<file path="config.mk">
export PLATFORM = sky130hd
export DESIGN_NAME = tour_cmd_seq
export DESIGN_NICKNAME = d
export VERILOG_FILES = /design/src/rtl/tour_cmd_seq.sv
export SDC_FILE = /design/constraint.sdc
export NUM_CORES = 1
export LEC_CHECK = 0
export ABC_AREA = 1
export BUFFER_PORTS_ARGS = -buffer_cell sky130_fd_sc_hd__buf_2
export CAP_MARGIN = 0
export CORE_MARGIN = 8
export CORE_UTILIZATION = 41
export DETAILED_ROUTE_END_ITERATION = 8
export PLACE_DENSITY = 0.79
export SYNTH_ARGS = -nofsm -noshare
export SYNTH_HDL_FRONTEND = slang
export SYNTH_SLANG_ARGS = --single-unit
</file>
<file path="constraint.sdc">
create_clock -name clk -period 1.5 [get_ports clk]
set_input_delay 0.3 -clock clk [delete_from_list [all_inputs] [get_ports clk]]
set_output_delay 0.3 -clock clk [all_outputs]
set_load 0.02 [all_outputs]
</file>
<file path="src/rtl/tour_cmd_seq.sv">
// tour_cmd_seq: knight's-tour leg sequencer sharing the command port with UART; TOUR_FANFARE_EN selects fanfare opcode on horizontal legs
module tour_cmd_seq #(
   parameter int NUM_MOVES = 24
) (
   input  logic        clk,
   input  logic        rst_n,
   input  logic        start_tour,
   input  logic [7:0]  move,
   output logic [4:0]  mv_indx,
   input  logic [15:0] cmd_UART,
   input  logic        cmd_rdy_UART,
   output logic        clr_cmd_rdy_UART,
   input  logic        clr_cmd_rdy,
   input  logic        send_resp,
   output logic [15:0] cmd,
   output logic        cmd_rdy,
   output logic [7:0]  resp
);
   typedef enum logic [2:0] {IDLE, LATCH, VERT, VERT_W, HORZ, HORZ_W} state_t;
`ifdef TOUR_FANFARE_EN
   localparam logic [3:0] H_OP = 4'b0101;
`else
   localparam logic [3:0] H_OP = 4'b0100;
`endif
   localparam logic [4:0] LAST = 5'(NUM_MOVES - 1);
   state_t state;
   logic [7:0] mv_reg;
   logic [2:0] lo;
   logic [15:0] vert_cmd, horz_cmd;
   always_comb begin
      lo = 3'd0;
      for (int i = 7; i >= 0; i--) if (mv_reg[i]) lo = 3'(i);
   end
   // lowest set bit selects the move; bits 0..7 map to (dy,dx) around the board
   always_comb begin
      vert_cmd = {4'b0100, (lo inside {3'd0, 3'd1, 3'd2, 3'd7}) ? 8'h00 : 8'h7F, 2'b00,
                  (lo inside {3'd0, 3'd1, 3'd4, 3'd5}) ? 2'd2 : 2'd1};
      horz_cmd = {H_OP, (lo inside {3'd0, 3'd5, 3'd6, 3'd7}) ? 8'hBF : 8'h3F, 2'b00,
                  (lo inside {3'd2, 3'd3, 3'd6, 3'd7}) ? 2'd2 : 2'd1};
   end
   assign cmd = state == IDLE ? cmd_UART : (state == HORZ || state == HORZ_W) ? horz_cmd : vert_cmd;
   assign cmd_rdy = state == IDLE ? cmd_rdy_UART : (state == VERT || state == HORZ);
   assign clr_cmd_rdy_UART = state == IDLE && clr_cmd_rdy;
   always_ff @(posedge clk)
      if (!rst_n) begin
         state <= IDLE;
         mv_indx <= '0;
         mv_reg <= '0;
         resp <= 8'hA5;
      end else
         case (state)
            IDLE: if (start_tour) begin
               mv_indx <= '0;
               state <= LATCH;
            end
            LATCH: begin
               mv_reg <= move;
               if (move == '0) begin
                  resp <= 8'hA5;
                  state <= IDLE;
               end else state <= VERT;
            end
            VERT: if (clr_cmd_rdy) state <= VERT_W;
            VERT_W: if (send_resp) state <= HORZ;
            HORZ: if (clr_cmd_rdy) state <= HORZ_W;
            HORZ_W: if (send_resp) begin
               if (mv_indx == LAST) begin
                  resp <= 8'hA5;
                  state <= IDLE;
               end else begin
                  mv_indx <= mv_indx + 5'd1;
                  resp <= 8'h5A;
                  state <= LATCH;
               end
            end
            default: state <= IDLE;
         endcase
endmodule

</file>
# Word level (Yosys, flattened, before mapping)

Cells that the tools add are included.

Word-level logic and storage cells: 71
Register bits after elaboration: 24

Add/sub/neg operators: 1
Mux-type cells: 31
Equality and inequality tests: 20
Reductions and logical operators: 15

Operators by type and width:

| kind                                                                   | count |
|---|---|
| 3-bit two-way mux                                                      | 13 |
| 8-bit two-way mux                                                      | 4 |
| 3-bit equality test (second input constant)                            | 6 |
| 3-bit case mux with 6 select lines                                     | 1 |
| 16-bit two-way mux                                                     | 1 |
| 8-bit case mux with 2 select lines                                     | 1 |
| 4-bit nonzero test                                                     | 4 |
| 5-bit two-way mux                                                      | 3 |
| 2-bit != test (second input constant)                                  | 7 |
| 3-bit by 2-bit equality test with 1-bit output (second input constant) | 4 |
| 12-bit two-way mux                                                     | 1 |
| 5-bit case mux with 2 select lines                                     | 1 |
| 8-bit logical NOT                                                      | 1 |
| 7-bit two-way mux                                                      | 1 |
| 3-bit by 1-bit equality test with 1-bit output (second input constant) | 2 |
| 3-bit logical NOT                                                      | 2 |
| 2-bit two-way mux                                                      | 3 |
| 5-bit by 1-bit adder with 5-bit output (second input constant)         | 1 |
| 5-bit equality test (second input constant)                            | 1 |
| 5-bit AND reduction                                                    | 1 |
| 4-bit AND reduction                                                    | 1 |
| 2-bit nonzero test                                                     | 2 |
| 3-bit AND reduction                                                    | 1 |
| 1-bit logical OR                                                       | 2 |
| other kinds (2)                                                        | 3 |

# Longest topological paths before layout

Gate-level depths: netlist (run 1).

Depth after elaboration: 13
Mapped depth: 11
Mapped depth without buffers: 11

# Worst setup path after synthesis (run 1)

No wires, ideal clock.

Path kind: register to output
From: register state[2]
To: output port cmd[4]
Cell stages (with the launch flop): 6
Path slack: -0.076 ns
Arrival: 1.276 ns
Data required time: 1.200 ns
Cell sequence: dfxtp_1 > nor3_2 > inv_2 > buf_2 > nand2_1 > nand2_1

Cells in the longest elaborated chain, start to end: 4
Elaborated cells between the ends (all ways): 6

Ends and longest elaborated chain:

| item                     | line | RTL |
|---|---|---|
| start: declaration       | 26   | `state_t state;` |
| start signal: assignment | 46   | `state <= IDLE;` |
| start signal: assignment | 54   | `state <= LATCH;` |
| start signal: assignment | 60   | `state <= IDLE;` |
| 3-bit equality test      | 41   | `assign cmd = state == IDLE ? cmd_UART : (state == HORZ \|\| state == HORZ_W) ? horz_cmd : vert_cmd;` |
| 1-bit logical OR         | 41   |  |
| 12-bit two-way mux       | 41   |  |
| 16-bit two-way mux (*)   | 41   |  |
| end: declaration         | 15   | `output logic [15:0] cmd,` |

Mark *: on every way between the ends. The rest lies on a longest branch, timed or not.

# Worst setup path in the final report (run 1)

From: register mv_reg[3]
To: output port cmd[7]

Cells in the longest elaborated chain, start to end: 9
Elaborated cells between the ends (all ways): 12

Ends and longest elaborated chain:

| item                                                                         | line | RTL |
|---|---|---|
| start: declaration                                                           | 27   | `logic [7:0] mv_reg;` |
| start signal: assignment                                                     | 57   | `mv_reg <= move;` |
| 3-bit two-way mux (*) (4 in a row)                                           | 32   | `for (int i = 7; i >= 0; i--) if (mv_reg[i]) lo = 3'(i);` |
| 3-bit by 1-bit equality test with 1-bit output, or another cell as far along | 36   | `vert_cmd = {4'b0100, (lo inside {3'd0, 3'd1, 3'd2, 3'd7}) ? 8'h00 : 8'h7F, 2'b00,` |
| 4-bit nonzero test (*)                                                       | 36   |  |
| 7-bit two-way mux (*)                                                        | 36   |  |
| 12-bit two-way mux (*)                                                       | 41   |  |
| 16-bit two-way mux (*)                                                       | 41   |  |

Marks and branches as above.

==> reports/summary.txt, run 1 <==
Sequential share of the synthesized area - 28.2%
Worst Path Arrival - 1630 ps
Pre-antenna DRT Iters - 4
Initial antenna violation count - 0
Critical Path End Type - primary output
Largest family of logic cells by synthesized area - simple AND/OR/NAND/NOR gates
Switching Share - 49.6%
Net Sw Power - 2.86 mW
Starting Density - 42.5%
Setup WS post-layout - -430 ps
Die width - 71.8 µm
Post-synth EDFFs - 0
First-pass GRT wire length - 6260 µm
Xor/xnor share of the synthesized area - 2.06%
Vias in the first global route - 1,526
Outcome - complete, but fails checks
Antenna viol nets, final - 0
Post-DP HPWL - 2820 µm
Internal power - 2.91 mW
Buffers on Ports - 60
Routability cong. - 0.855
Post-synthesis cell count - 203
Num ports - 61
Post-Synth Adder-Cell Area - 0.979%
Clock Latency Late Sink - 280 ps
Slew Limit Headroom - 76.9%
Final wirelength - 4170 µm
WL per Instance - 13.1 µm
Placement Rows - 20
H-tree levels - 1
Clk_skew - 1.07 ps
Clk pwr share - 5.0%
Clk buf depth - 2
Post-synthesis cell type count - 31
Synth Area in Simple Gates - 38.1%
Synth Area in Compound Gates - 16.5%
TritonCTS Buffers - 3
Number of synthesized register bits - 18
Hold Path Depth - 3
Drc violations - 0
Worst Tran Pin Value - 347 ps
Post-Syn Area - 1280 µm²
Max_cap viols - 0
RSZ-0062 raised after global routing - true
Leak - 1.05 nW
Syn_nets - 234
Max FFs per register - 8
Worst Path Required - 1200 ps
Logic pwr share - 81.2%
Worst-path clk slew - 100 ps
Final nets - 318
Post-synthesis mux area share - 0%
Initial drt markers - 46
FF-to-FF path depth - 10
Final min period - 1930 ps
Die ar. - 5160 µm²
Sequential power share - 13.7%
Root Buffer - clkbuf_4
Final number of max-transition violations - 0
Failing checks - negative setup slack
Largest net degree at the start of global routing - 18
Fillers - 234
GRT Util Overall - 14.5%
F_max - 518 MHz
Die H - 71.8 µm
Total power - 5.77 mW
Final setup vio count - 20
Vias per cell - 4.85
Congestion Overflow GR - 0
Hold Crit Class - in -> reg
Area of the multi-input gates - 931 µm²
Mean Syn Cell Area - 6.29 µm²
Share of the clock period used by the worst path after layout - 129%
Sinks on Clock Net - 18
CTS tree - built
Antenna Diode Count - 0
Pre-CTS setup slack - -220 ps
Peak supply drop - 1.07 mV
CP Max Fanout - 6
Synth warn - 0
Setup CP Type - reg -> out
Core box area - 3000 µm²
Startpoint Class - flop
Predominant post-synthesis flop cell - dfxtp_1
Area growth syn-to-layout - 68.6%
Fin. Hold Viols - 0
P per Cell Area - 2680 nW/µm²
Share of layout cells above drive strength 1 - 55.6%
Routed vias - 1,548
Register area - 384 µm²
Synth async-reset ratio - 0%
-- logic make-up after synthesis --
| logic type | Yosys count |
|---|---|
| buffers and inverters | 38 |
| AND/OR/NAND/NOR | 109 |
| adder cells (fa/ha/maj) | 1 |
| flip-flops | 18 |
| AO/OA/AOI/OAI | 34 |
| XOR/XNOR | 3 |
-- worst paths after layout --
kind	slack, ps	end	from
worst max register to register	-40	state[2]$_SDFFE_PN0P_	state[2]$_SDFFE_PN0P_
worst min-delay path	290	mv_reg[0]$_SDFFE_PN0P_	move[0]
worst min register to register	490	mv_reg[6]$_SDFFE_PN0P_	mv_reg[6]$_SDFFE_PN0P_
worst max-delay path	-430	cmd[7]	mv_reg[3]$_SDFFE_PN0P_
-- layout make-up --
| cell class | count | area share, % |
|---|---|---|
| multi-input cells | 147 | 43.2 |
| clock buffers | 4 | 1.69 |
| well taps | 33 | 1.92 |
| repair inverters | 1 | 0.349 |
| flip-flops and latches | 18 | 17.8 |
| repair buffers | 88 | 29.2 |
| inverters | 28 | 5.81 |
-- Yosys cell counts, types with 2 or more instances --
cell type	count	area, µm²
inv_1	17	63.8
nor3_2	2	20.0
xor2_1	3	26.3
inv_2	10	37.5
buf_4	6	45.0
nand2_1	56	210
a21oi_1	16	80.1
nand2_2	2	12.5
nor2_1	26	97.6
dfxtp_1	18	360
o21ai_1	12	60.1
buf_2	3	15.0
nand3_1	14	70.1
-- cells in the final DEF (no fill, tap or decap), drive strengths merged --
cell	synthesis	layout
nand2	58	58
xor2	3	3
dfxtp	18	18
clkinv	1	1
and2	1	1
nor2	28	28
clkbuf	1	4
nor3	3	3
or2	1	1
o31ai	1	1
a21oi	17	17
o21ai	13	13
buf	9	88
o211ai	2	2
nand3b	1	1
inv	27	27
nor3b	1	1
clkinvlp	0	1
nand4	1	1
a21boi	1	1
ha	1	1
nand3	15	15
-- through the flow --
step | TNS (ps) | hold slack [ps] | cell area, µm² | utilization (%) | cells
after global routing | -7400 | 277 | 2150 | 71.7 | 319
after detailed placement | -1680 | 465 | 1710 | 57.1 | 304
after CTS | -4870 | 286 | 2010 | 66.9 | 314
after floorplan | -246 | 442 | 1290 | - | 203
final | -5390 | 293 | 2150 | 71.7 | 319
after global placement | -1490 | 462 | 1710 | 57.1 | 304
-- critical path, cell delays in order, from the launching register on --
cell and delay, ps:
dfxtp_2 340, nor2_2 170, a21boi_4 230, nand3_2 110, nand2_2 90, nand2_2 50, nand2_2 70, nand2_4 90
nand2_2 80, buf_6 110
-- power groups by stage --
stage	clock network [mW]	logic, mW	registers, mW
2_1_floorplan	0	2.13	0.753
3_3_place_gp	0	3.14	0.733
3_5_place_dp	0	3.19	0.741
4_1_cts	0.303	4.27	0.763
5_1_grt	0.335	5.02	0.810
6_report	0.289	4.68	0.793
-- per-layer routing --
layer	vias to the layer above	global-route usage [%]	share of wire [%]
li1	805	-	-
met1	694	14.0	38
met2	47	28.9	54
met3	2	4.32	8.3
met4	0	3.17	0.36
met5	-	0	0
-- repair_timing --
action                     CTS  global route
cloned                       1             0
gates resized for setup     70            26
setup endpoints to repair   20            26
buffers inserted             6             5
pin swaps                   12            18
hold buffers                 0             0
Note: power is estimated with default switching activity, not from simulation.
==> run 2, diff against run 1 <==
--- a/config.mk
+++ b/config.mk
@@ -7,7 +7,7 @@
 export LEC_CHECK = 0
 export ABC_AREA = 1
 export BUFFER_PORTS_ARGS = -buffer_cell sky130_fd_sc_hd__buf_2
-export CAP_MARGIN = 0
+export CORE_ASPECT_RATIO = 0.9
 export CORE_MARGIN = 8
 export CORE_UTILIZATION = 41
 export DETAILED_ROUTE_END_ITERATION = 8
==> reports/summary.txt, run 2 (same netlist as run 1, synthesis figures left out) <==
Peak supply drop - 1.18 mV (+11%)
Antenna Diode Count - 0 (unchanged)
RSZ-0062 raised after global routing - true
Clk_skew - 6.36 ps (+5.29 ps)
Starting Density - 42.3% (-0.23 points)
Worst Path Required - 1200 ps (about the same)
Pre-CTS setup slack - -219 ps (+0.382 ps)
Startpoint Class - flop
Die ar. - 5160 µm² (about the same)
P per Cell Area - 2660 nW/µm² (-0.67%)
Drc violations - 0 (unchanged)
Final nets - 323 (+1.6%)
Clk buf depth - 2 (unchanged)
Die width - 74.8 µm (+4.2%)
Antenna viol nets, final - 0 (unchanged)
GRT Util Overall - 14.8% (+0.31 points)
Worst Tran Pin Value - 322 ps (-25.0 ps)
Share of layout cells above drive strength 1 - 57.7% (+2.1 points)
Placed Area - 1720 µm² (+0.37%)
FF-to-FF End - state[2]$_SDFFE_PN0P_
CP Max Fanout - 6 (unchanged)
Leak - 1.07 nW (+2.2%)
Worst Path Arrival - 1630 ps (about the same)
Largest net degree at the start of global routing - 18 (unchanged)
Die H - 69.0 µm (-4.0%)
Share of the clock period used by the worst path after layout - 128% (-0.31 points)
Largest delay share family, worst path - simple AND/OR/NAND/NOR gates
Sinks on Clock Net - 18 (unchanged)
R2R Setup Slk - 0 ps (+40 ps)
Max FFs per register - 8 (unchanged)
Critical path's largest stage delay - 360 ps (+20 ps)
Vias in the first global route - 1,421 (-6.9%)
Congestion Overflow GR - 0 (unchanged)
Non-Filler Instances - 333 (+4.4%)
Origin of the worst min-delay path - move[0]
Initial antenna violation count - 0 (unchanged)
Final wirelength - 4240 µm (+1.7%)
Hold Path Depth - 3 (unchanged)
Most used cell, CP - nand2_2
Buffers on Ports - 60 (unchanged)
Pre-antenna DRT Iters - 4 (unchanged)
Fillers - 231 (-1.3%)
Clock Latency Late Sink - 310 ps (+30 ps)
Max_cap viols - 0 (unchanged)
Fin. Hold Viols - 0 (unchanged)
Final number of max-transition violations - 0 (unchanged)
First-pass GRT wire length - 6130 µm (-2.0%)
TritonCTS Buffers - 3 (unchanged)
Setup CP Type - reg -> out
Outcome - complete, but fails checks
Commonest non-fill, non-tap cell in the layout - buf_2
Worst-path clk slew - 110 ps (about the same)
Failing checks - negative setup slack
FF-to-FF path depth - 9 (-1)
Placed cell count - 314 (+3.3%)
Core box area - 3020 µm² (+0.54%)
Root Buffer - clkbuf_4
Routed vias - 1,581 (+2.1%)
Fin util - 74.3% (+2.6 points)
Post-route cell area - 2240 µm² (+4.2%)
Placement Rows - 19 (-5.0%)
Worst-path cell chain - nor2_2, buf_4, a21oi_4, nand4_1, nand2_2, nand2_2, nand2_4, nand2_2, buf_6
Final setup vio count - 18 (-10%)
Routability cong. - 0.873 (+2.1%)
Highest-count cells in the layout ignoring fill and taps - buf_2 (42), nand2_1 (39), buf_4 (29)
WL per Instance - 12.7 µm (-2.6%)
Setup WS post-layout - -425 ps (+4.62 ps)
Area of the multi-input gates - 953 µm² (+2.4%)
Post-CTS Hold Fix Bufs - 0 (unchanged)
Worst Hold Endpoint - mv_reg[0]$_SDFFE_PN0P_
F_max - 519 MHz (+0.24%)
H-tree levels - 1 (unchanged)
CP max-delay cell - dfxtp_1
Hold_ws - 272 ps (-21.1 ps)
Final min period - 1930 ps (-4.62 ps)
Register area - 383 µm² (-0.33%)
CTS tree - built
Hold Crit Class - in -> reg
Slew Limit Headroom - 78.6% (+1.7 points)
Post-DP HPWL - 2760 µm (-2.1%)
CP bufs+invs - 2 (+1)
Critical Path End Type - primary output
Initial drt markers - 58 (+26%)
Num ports - 61 (unchanged)
Area growth syn-to-layout - 75.6%
RR Startpoint - state[0]$_SDFFE_PN0P_
Vias per cell - 4.75 (-2.2%)
==> run 2: where the power goes <==
part	internal, mW	leakage, nW	switching, mW
combinational	2.19	0.900	2.69
clock	0.148	0.0210	0.169
sequential	0.643	0.152	0.127
total	2.98	1.07	2.98
==> run 2: stage by stage <==
step	TNS, ps	total power, mW
finish	-5640	5.97
global route	-7970	6.40
CTS	-5410	5.28
detailed placement	-1760	3.90
global placement	-1510	3.87
floorplan	-246	2.88
==> run 2: layout make-up <==
class	count	area share, %
Tap cell	42	2.34
Multi-Input combinational cell	147	42.5
Clock buffer	4	1.62
Timing Repair inverter	1	0.335
Inverter	28	6.02
Sequential cell	18	17.1
Timing Repair Buffer	93	30.1
==> run 2: worst max-delay path by stage <==
| stage | from | end | slack (ps) | cells after the start |
|---|---|---|---|---|
| after floorplan | mv_reg[4]$_SDFFE_PN0P_ | cmd[4] | -30 | 9 |
| after global placement | mv_reg[2]$_SDFFE_PN0P_ | cmd[6] | -190 | 9 |
| after detailed placement | mv_reg[2]$_SDFFE_PN0P_ | cmd[6] | -220 | 9 |
| after CTS | mv_reg[5]$_SDFFE_PN0P_ | cmd[7] | -410 | 10 |
| after global routing | mv_reg[4]$_SDFFE_PN0P_ | cmd[5] | -540 | 9 |
| final | mv_reg[2]$_SDFFE_PN0P_ | cmd[9] | -430 | 9 |
==> run 2: timing repair <==
| item | in CTS | in global routing |
|---|---|---|
| gates cloned | 1 | 0 |
| pin swaps | 12 | 31 |
| resized for setup | 63 | 47 |
| setup endpoints to repair | 18 | 27 |
| buffers inserted | 5 | 11 |
==> run 2: per-layer routing <==
| metal | vias up | share of wire, % | GRT usage [%] |
|---|---|---|---|
| li1 | 817 | - | - |
| met1 | 702 | 39 | 17.0 |
| met2 | 54 | 49 | 25.8 |
| met3 | 8 | 10 | 3.90 |
| met4 | 0 | 2.2 | 5.85 |
| met5 | - | 0 | 0 |
==> run 2: worst reg2reg max path: stages (launching register included) <==
cell and delay, ps:
dfxtp_4 380, buf_6 130, inv_6 70, nand3_2 100
nand2_2 90, inv_2 50, buf_4 140, o211ai_4 230
and2_4 180, nor2_2 30
==> run 3, diff against run 2 <==
--- a/config.mk
+++ b/config.mk
@@ -7,7 +7,6 @@
 export LEC_CHECK = 0
 export ABC_AREA = 1
 export BUFFER_PORTS_ARGS = -buffer_cell sky130_fd_sc_hd__buf_2
-export CORE_ASPECT_RATIO = 0.9
 export CORE_MARGIN = 8
 export CORE_UTILIZATION = 41
 export DETAILED_ROUTE_END_ITERATION = 8
==> constraint.sdc (replaced) <==
create_clock -name clk -period 1.5 [get_ports clk]
set_input_delay 0.3 -clock clk [delete_from_list [all_inputs] [get_ports clk]]
set_output_delay 0.3 -clock clk [all_outputs]
set_load 0.005 [all_outputs]
==> reports/summary.txt, run 3 (same netlist as run 1, synthesis figures left out) <==
M3 GR Usage - 4.60% (+0.70 points)
Post-DP HPWL - 2740 µm (-0.49%)
Vias in the first global route - 1,502 (+5.7%)
Congestion Overflow GR - 0 (unchanged)
Placed Area - 1650 µm² (-4.4%)
Drc violations - 0 (unchanged)
Clk_skew - 2.76 ps (-3.60 ps)
CTS tree - built
Max_cap viols - 0 (unchanged)
Die ar. - 5160 µm² (about the same)
Setup CP Type - reg -> out
Hold Crit Class - in -> reg
Final wirelength - 3880 µm (-8.5%)
Total power - 4.33 mW (-27%)
Fillers - 271 (+17%)
Die H - 71.8 µm (+4.2%)
Fin. Hold Viols - 0 (unchanged)
F_max - 533 MHz (+2.6%)
Initial drt markers - 53 (-8.6%)
Buffers on Ports - 60 (unchanged)
Post-route cell area - 1950 µm² (-13%)
Worst-path clk slew - 100 ps (about the same)
Outcome - complete, but fails checks
Worst Path Arrival - 1580 ps (-50 ps)
Peak supply drop - 0.866 mV (-27%)
GRT Util Overall - 14.1% (-0.77 points)
Share of layout cells above drive strength 1 - 51.1% (-6.7 points)
Pre-antenna DRT Iters - 4 (unchanged)
P per Cell Area - 2220 nW/µm² (-17%)
Final min period - 1880 ps (-47.9 ps)
Placement Rows - 20 (+1)
WL per Instance - 12.4 µm (-2.6%)
Worst Tran Pin Value - 339 ps (+17.3 ps)
H-tree levels - 1 (unchanged)
Share of the clock period used by the worst path after layout - 125% (-3.2 points)
Slew Limit Headroom - 77.4% (-1.2 points)
Critical Path End Type - primary output
Met2 usage - 27.0% (+1.3 points)
Leak - 0.988 nW (-8.0%)
Initial antenna violation count - 0 (unchanged)
Pre-CTS setup slack - -176 ps (+42.9 ps)
TritonCTS Buffers - 3 (unchanged)
Core box area - 3000 µm² (-0.54%)
Antenna Diode Count - 0 (unchanged)
Setup WS post-layout - -377 ps (+47.9 ps)
CP Max Fanout - 6 (unchanged)
First-pass GRT wire length - 6040 µm (-1.6%)
Startpoint Class - flop
Routability cong. - 0.918 (+5.2%)
Starting Density - 42.5% (+0.23 points)
Final number of max-transition violations - 0 (unchanged)
RSZ-0062 raised after global routing - true
Worst Path Required - 1200 ps (about the same)
Max FFs per register - 8 (unchanged)
Antenna viol nets, final - 0 (unchanged)
Final setup vio count - 18 (unchanged)
Num ports - 61 (unchanged)
Largest net degree at the start of global routing - 18 (unchanged)
Clock Latency Late Sink - 300 ps (about the same)
Fin Setup TNS - -4910 ps (+730 ps)
Met1 Track Usage GR - 13.2% (-3.8 points)
Vias per cell - 4.81 (+1.3%)
Sinks on Clock Net - 18 (unchanged)
Clk buf depth - 2 (unchanged)
Routed vias - 1,505 (-4.8%)
Area growth syn-to-layout - 52.9%
Highest-count cells in the layout ignoring fill and taps - buf_2 (60), nand2_1 (46), nor2_1 (21)
GRT Max-Usage Layer - met2
Final nets - 313 (-3.1%)
Die width - 71.8 µm (-4.0%)
Commonest non-fill, non-tap cell in the layout - buf_2
Root Buffer - clkbuf_4
Failing checks - negative setup slack
[run 3: report_power, final]
group	total [mW]	internal, mW	switching (mW)	leakage [nW]
Clock	0.251	0.0939	0.157	0.0138
Sequential	0.758	0.635	0.123	0.151
Combinational	3.32	1.49	1.83	0.823
Total	4.33	2.22	2.11	0.988
[run 3: worst paths after layout]
check	depth (start not counted)	slack, ps	from	endpoint
worst min-delay path	3	280	move[0]	mv_reg[0]$_SDFFE_PN0P_
worst max-delay path	10	-380	mv_reg[4]$_SDFFE_PN0P_	cmd[4]
worst max register to register	8	30	state[0]$_SDFFE_PN0P_	mv_indx[1]$_SDFFE_PN0P_
worst min register to register	2	500	mv_reg[4]$_SDFFE_PN0P_	mv_reg[4]$_SDFFE_PN0P_
[run 3: critical path: stages (launching register included)]
cell	delay [ps]
dfxtp_2	350
nor2_4	140
nand2_2	80
a21oi_2	160
nand3_1	80
nand2_1	80
nand2_2	60
nand2_2	90
nand2_4	70
nand2_1	60
buf_2	100
[run 3: what timing repair did]
item                                    4_1_cts  5_1_grt
cloned                                        1        0
resized for setup                            24       31
pin swaps                                    12       20
endpoints found under the setup margin       18       27
buffers inserted                              9        4
hold buffers                                  0        0
hold endpoints to repair                      0        0
[run 3: per-layer routing]
metal,vias to the layer above,part of all wire [%]
li1,793,-
met1,653,38
met2,52,51
met3,7,9.8
met4,0,1.7
met5,-,0
[run 3: area by class of cell]
class	count	area, µm²	area share, %
flip-flops and latches	18	375	19.2
well taps	33	41.3	2.11
repair inverters	1	7.51	0.384
clock buffers	3	22.5	1.15
inverters	28	128	6.53
repair buffers	83	492	25.2
multi-input cells	147	887	45.4
[run 3: stage by stage]
step	util (%)	std cells	hold slack, ps
2_1_floorplan	-	203	442
5_1_grt	65.0	313	293
3_3_place_gp	54.8	298	464
4_1_cts	60.4	311	269
6_report	65.0	313	278
3_5_place_dp	54.8	298	466
